==> config.mk <==
export PLATFORM = sky130hd
export DESIGN_NAME = manch_tx_enc
export DESIGN_NICKNAME = d
export VERILOG_FILES = /design/src/rtl/manch_pkg.sv /design/src/rtl/manch_tx_enc.sv
export SDC_FILE = /design/constraint.sdc
export NUM_CORES = 1
export LEC_CHECK = 0
export ABC_AREA = 1
export CELL_PAD_IN_SITES_DETAIL_PLACEMENT = 0
export CELL_PAD_IN_SITES_GLOBAL_PLACEMENT = 1
export CORE_ASPECT_RATIO = 1.2
export CORE_MARGIN = 8
export CORE_UTILIZATION = 30
export DETAILED_ROUTE_END_ITERATION = 12
export PLACE_DENSITY_LB_ADDON = 0.1
export SYNTH_ARGS = -nofsm -noshare
export SYNTH_HDL_FRONTEND = slang
export SYNTH_SLANG_ARGS = --single-unit
==> constraint.sdc <==
create_clock -name clk -period 1.8 [get_ports clk]
set_input_delay 0.36 -clock clk [delete_from_list [all_inputs] [get_ports clk]]
set_output_delay 0.36 -clock clk [all_outputs]
set_load 0.03 [all_outputs]
==> src/rtl/manch_pkg.sv <==
// Shared types and helpers for the Manchester line encoder.
// The MANCH_PARITY_EN build option enables the even-parity tail bit.
package manch_pkg;

  typedef enum logic [2:0] {
    ST_IDLE,
    ST_ARM,
    ST_START,
    ST_DATA,
    ST_PAR,
    ST_END
  } tx_state_t;

  localparam logic START_BIT = 1'b1;

  // 0 -> high then low, 1 -> low then high
  function automatic logic manch_half(input bit b, input bit second);
    return second ? b : ~b;
  endfunction

endpackage

==> src/rtl/manch_tx_enc.sv <==
// Manchester serial encoder: start bit, DATA_W data bits, optional parity.
// Define MANCH_PARITY_EN to append an even-parity bit after the data.
module manch_tx_enc
  import manch_pkg::*;
#(
  parameter int DATA_W    = 8,
  parameter bit MSB_FIRST = 1'b1,
  parameter bit IDLE_LVL  = 1'b0
) (
  input  logic              clk,
  input  logic              reset,
  input  logic              tick,
  input  logic [DATA_W-1:0] in_data,
  input  logic              in_valid,
  output logic              in_ready,
  output logic              tx_out,
  output logic              tx_en,
  output logic              done
);

  localparam int CNT_W = (DATA_W > 1) ? $clog2(DATA_W) : 1;
  localparam logic [CNT_W-1:0] LAST = CNT_W'(DATA_W - 1);

  tx_state_t         state;
  logic [DATA_W-1:0] shreg;
  logic [CNT_W-1:0]  bit_cnt;
  logic              half;
  logic              cur_bit;
  logic              accept;
`ifdef MANCH_PARITY_EN
  logic              par;
`endif

  assign in_ready = (state == ST_IDLE) & ~reset;
  assign accept   = in_valid & in_ready;
  assign cur_bit  = MSB_FIRST ? shreg[DATA_W-1] : shreg[0];

  always_ff @(posedge clk) begin
    done <= 1'b0;
    if (reset) begin
      state   <= ST_IDLE;
      tx_out  <= IDLE_LVL;
      tx_en   <= 1'b0;
      shreg   <= '0;
      bit_cnt <= '0;
      half    <= 1'b0;
`ifdef MANCH_PARITY_EN
      par     <= 1'b0;
`endif
    end else begin
      unique case (state)
        ST_IDLE: begin
          // a tick in the accept cycle is deliberately not used
          if (accept) begin
            shreg <= in_data;
`ifdef MANCH_PARITY_EN
            par   <= ^in_data;
`endif
            state <= ST_ARM;
          end
        end
        ST_ARM: begin
          if (tick) begin
            tx_en  <= 1'b1;
            tx_out <= manch_half(START_BIT, 1'b0);
            half   <= 1'b1;
            state  <= ST_START;
          end
        end
        ST_START: begin
          if (tick) begin
            tx_out  <= manch_half(START_BIT, 1'b1);
            half    <= 1'b0;
            bit_cnt <= '0;
            state   <= ST_DATA;
          end
        end
        ST_DATA: begin
          if (tick) begin
            tx_out <= manch_half(cur_bit, half);
            half   <= ~half;
            if (half) begin
              shreg <= MSB_FIRST ? (shreg << 1) : (shreg >> 1);
              if (bit_cnt == LAST) begin
                bit_cnt <= '0;
`ifdef MANCH_PARITY_EN
                state   <= ST_PAR;
`else
                state   <= ST_END;
`endif
              end else begin
                bit_cnt <= bit_cnt + 1'b1;
              end
            end
          end
        end
`ifdef MANCH_PARITY_EN
        ST_PAR: begin
          if (tick) begin
            tx_out <= manch_half(par, half);
            half   <= ~half;
            if (half) state <= ST_END;
          end
        end
`endif
        ST_END: begin
          if (tick) begin
            tx_out <= IDLE_LVL;
            tx_en  <= 1'b0;
            done   <= 1'b1;
            state  <= ST_IDLE;
          end
        end
        default: state <= ST_IDLE;
      endcase
    end
  end

endmodule

# == Word-level counts from Yosys, hierarchy flattened ==
# Cells that the tools add are included.
# classes
n_eq_ne,13
n_mux,25
n_bitwise,6
reduce_logical,14
addsub,1
# op_table
cell,n
two-way mux 3 bit,10
two-way mux 8 bit,3
case mux 8 bit (2 select lines),1
AND reduction 4 bit,4
case mux 3 bit (5 select lines),1
inequality test 2 bit (second input constant),7
AND reduction 7 bit,1
== test 3 x 2 -> 1 bit (second input constant),2
== test 3 bit (second input constant),2
two-way mux 1 bit,6
case mux 1 bit (3 select lines),2
case mux 3 bit (2 select lines),1
nonzero test 2 bit,3
nonzero test 3 bit,2
NOT 1 bit,4
OR reduction 2 bit,2
adder 3 x 1 -> 3 bit (second input constant),1
== test 3 x 1 -> 1 bit (second input constant),1
logical NOT 3 bit,1
AND reduction 3 bit,1
bitwise AND 1 bit,2
inequality test 2 x 1 -> 1 bit (second input constant),1
case mux 1 bit (2 select lines),1
# totals
word_cells,66
ff_bits,18
output_inout_bits,4

# == Depth between registers and ports, before layout ==
# Gate-level depths: netlist of the first run.
# depth
depth_word,5
depth_mapped,9
mapped_depth_nobuf,9

# == Least setup slack after synthesis of the first run ==
# OpenSTA, ideal clock, no wires.
# synth_timing
path_type,flip-flop to flip-flop
start,reg state[1]
end,reg shreg[1]
setup_time_ps,113
period_less_slack_ps,1294
stages_incl_launch_ff,9
arrival_time_ps,1181
path_slack_ps,506
required_ps,1687
path_cell_list,dfxtp_1 > nor2_2 > nand2_2 > nor2_4 > nand2_2 > nand2_4 > inv_4 > nor2_2 > nor2_1
# synth_via
elab_chain_cells,5
# synth_lines
element,line,rtl
from (decl),manch_tx_enc.sv:24,tx_state_t state;
from (signal assigned),manch_tx_enc.sv:41,state <= ST_IDLE;
from (signal assigned),manch_tx_enc.sv:59,state <= ST_ARM;
from (signal assigned),manch_tx_enc.sv:67,state <= ST_START;
logical NOT 3 bit,manch_tx_enc.sv:34,assign in_ready = (state == ST_IDLE) & ~reset;
bitwise AND 1 bit,manch_tx_enc.sv:34,
via in_ready,manch_tx_enc.sv:15,"output logic in_ready,"
bitwise AND 1 bit,manch_tx_enc.sv:35,assign accept = in_valid & in_ready;
inequality test 2 bit (no line),-,
AND reduction 4 bit (no line),-,
to (signal assigned),manch_tx_enc.sv:55,shreg <= in_data;
to (signal assigned),manch_tx_enc.sv:83,shreg <= MSB_FIRST ? (shreg << 1) : (shreg >> 1);
to (decl),manch_tx_enc.sv:25,logic [DATA_W-1:0] shreg;
# The timed path passes the listed nets, and every way through them passes these cells.
# A chain may end at the register's enable or synchronous reset.

# == Final worst setup path of the first run ==
# layout_timing
start,in reset
end,out in_ready
# layout_via
elab_chain_cells,2
# layout_lines
element,line,rtl
from (decl),manch_tx_enc.sv:11,"input logic reset,"
NOT 1 bit,manch_tx_enc.sv:34,
bitwise AND 1 bit,manch_tx_enc.sv:34,
to (decl),manch_tx_enc.sv:15,
# No other way between the ends.

==> summary.txt, run 1 <==
Critical path
  – CP Data Required Time: 1440 ps
  – Largest stage delay, worst path: 530 ps
  – CP Cell Sequence: clkdlybuf4s50_1, nor2_4, buf_4
  – Worst-path fanout max: 6
  – Critical path class: input port to output port
  – Crit-path slowest cell: clkdlybuf4s50_1
  – Crit. End Element: output port
  – Flop-to-flop setup slack: 350 ps
  – Data arrival, critical path: 1250 ps
  – R2R Path Start: bit_cnt[0]
  – Worst R2R Path Depth: 7
  – Worst reg2reg endpoint: state[0]
  – Element type at the critical path start: input port
  – Top delay family on crit path: buffers and inverters
  – CP bufs+invs: 2

Synth
  – Post-synthesis cell area: 1040 µm²
  – Netlist cell types: 24
  – Yosys reg bits: 18
  – Synth area leaders: dfxtp_1, nand2_1, nor2_2, nand2_2, inv_1
  – Post-synth top area cell: dfxtp_1
  – Seq/Total Area, Yosys: 34.8%
  – Syn Area/Cell: 7.40 µm²
  – Synth top area share: 34.8%
  – Mapped Nets: 154
  – Yosys warning count: 0
  – Gate Count Post-Synth: 140

Timing
  – RSZ-0062 raised after global routing: no
  – Fin. Hold Viols: 0
  – # setup viols final: 0
  – Final worst-path cycle share: 89.5%
  – Final min period: 1610 ps
  – Sum of negative setup slack: 0 ps
  – Hold_ws: 462 ps
  – Clock Skews: 1.98 ps
  – Count of pins over their slew limit: 0
  – Slew headroom: 75.0%
  – Max Fclk: 0.620 GHz
  – Final worst setup slack: 188 ps
  – Worst-margin pin slew: 375 ps

Die
  – Die height: 80.4 µm
  – I/O pin count: 16
  – Die area: 5600 µm²
  – Core area: 3340 µm²
  – Die Wd: 69.6 µm
  – Starting Density: 31.0%
  – Rows: 23

Global route
  – Initial antenna violation count: 0
  – Grt ovf: 0
  – Largest net degree at the start of global routing: 12
  – First-pass GRT wire length: 4.03 mm
  – Number of global-route vias before repair: 896
  – Total Routing Usage GR: 8.74%

Cells and area
  – Share of post-route cells with drive strength above 1: 27.0%
  – Antenna Diode Count: 0
  – Most common cell after layout, fill and taps aside: nand2_1
  – Most frequent cells in the layout: nand2_1, dfxtp_1, clkdlybuf4s50_1
  – Util after Layout: 37.7%
  – Final nets: 174
  – Synth-to-Final Area Change: 21.6%

Power and ir drop
  – VDD IR-drop max: 0.515 mV
  – Pleak: 0.000558 µW
  – Total Power: 1650 µW
  – Cell Pwr Density: 1310 nW/µm²

Clock tree
  – # clock sinks: 18
  – Hold_buf cts: 0
  – Postcts setup bufs: 0
  – Cts bufs inserted: 3
  – Insertion delay to the later sink of the worst-skew pair: 250 ps
  – CTS H-Tree Depth: 1
  – Longest Clk Path Bufs: 2
  – CTS resizes: 0
  – CTS clk-pin slew, worst paths: 70 ps
  – CTS tree: yes
  – Root Buffer: clkbuf_8

Placed design
  – # port buffers: 15
  – Routability Congestion: 0.738
  – DP Worst Slack: 162 ps
  – DP Wirelength: 1.77 mm

Routing
  – DR vias: 882
  – DRT Pass-1 Iters: 4
  – 1st-iter DRT viols: 11
  – # DRC: 0
  – Post-Route WL: 2.26 mm
  – ANT nets after route: 0
  – DR WL/cell: 11.6 µm
  – Vias/cell: 4.50

Run
  – Max cap viols: 0

Worst hold path
  – WHS Endpoint: tx_en
  – Worst hold stages: 2
  – Worst hold path class: register to register
  – Worst Min Path Start: tx_en

Outcome
  – Status: completed
synthesized netlist by cell type:
master,number
xnor2_1,1
nand2_1,38
a21oi_1,6
nand3_1,3
o21ai_0,3
nor2_4,2
o21ai_1,6
nand3_4,1
o211ai_1,1
ha_1,2
nor3_1,2
nand2_2,9
nand2_4,2
inv_1,11
inv_2,3
inv_4,1
nor2_2,11
nor2_1,11
nor3_2,1
nand3_2,2
dfxtp_1,18
a21oi_2,3
clkbuf_16,1
buf_6,2
worst register-to-register path: cells and delay by family (launching register included):
kind | cells | cell delay [ps]
flip-flops | 1 | 380
AND/OR/NAND/NOR | 3 | 380
adder cells (fa/ha/maj) | 2 | 330
AO/OA/AOI/OAI | 1 | 210
buffers and inverters | 1 | 40
metrics by stage:
stage | cells | area [µm²]
2_1_floorplan | 140 | 1040
5_1_grt | 196 | 1260
3_3_place_gp | 192 | 1200
3_5_place_dp | 192 | 1200
4_1_cts | 196 | 1260
6_report | 196 | 1260
worst max-delay path by stage:
| stage | cells after the start | slack (ps) | from | endpoint |
|---|---|---|---|---|
| after floorplan | 8 | 510 | state[1] | shreg[1] |
| after global placement | 7 | 170 | reset | shreg[2] |
| after detailed placement | 7 | 160 | reset | shreg[2] |
| after CTS | 3 | 180 | reset | in_ready |
| after global routing | 3 | 150 | reset | in_ready |
| final | 3 | 190 | reset | in_ready |
logic make-up after synthesis:
kind of cell	Yosys count	synth area share, %
buf+inv	18	10.3
flops	18	34.8
simple gates	82	41.2
xor+xnor	1	0.846
fa+ha+maj	2	2.42
compound gates	19	10.5
final cells by class:
type                    count  area (µm²)
flip-flops and latches     18         360
clock buffers               4        55.1
repair buffers             18         170
fillers                   362        2080
inverters                  15        58.8
well taps                  37        46.3
multi-input cells         104         569
per-layer routing:
metal / part of all wire (%) / track usage [%]
met4: 2.1 / 5.03
met2: 46 / 14.9
met3: 2.9 / 1.72
met5: 0 / 0
met1: 49 / 10.0
power by group:
group	total [µW]	internal, µW	switching (µW)
combinational	759	270	489
clock	328	194	134
sequential	568	486	82.8
flip-flops by register name, indices dropped and copies added (netlist names):
signal / cells
bit_cnt: 3
state: 3
tx_out: 1
shreg: 8
tx_en: 1
done: 1
half: 1
No activity file was read; power rests on OpenSTA's default activity.
==> run 2, diff against run 1 <==
--- a/config.mk
+++ b/config.mk
@@ -16,3 +16,4 @@
 export SYNTH_ARGS = -nofsm -noshare
 export SYNTH_HDL_FRONTEND = slang
 export SYNTH_SLANG_ARGS = --single-unit
+export TNS_END_PERCENT = 1
==> results of run 2 <==
The final DEF is identical to that of run 1; final timing and power are the same.
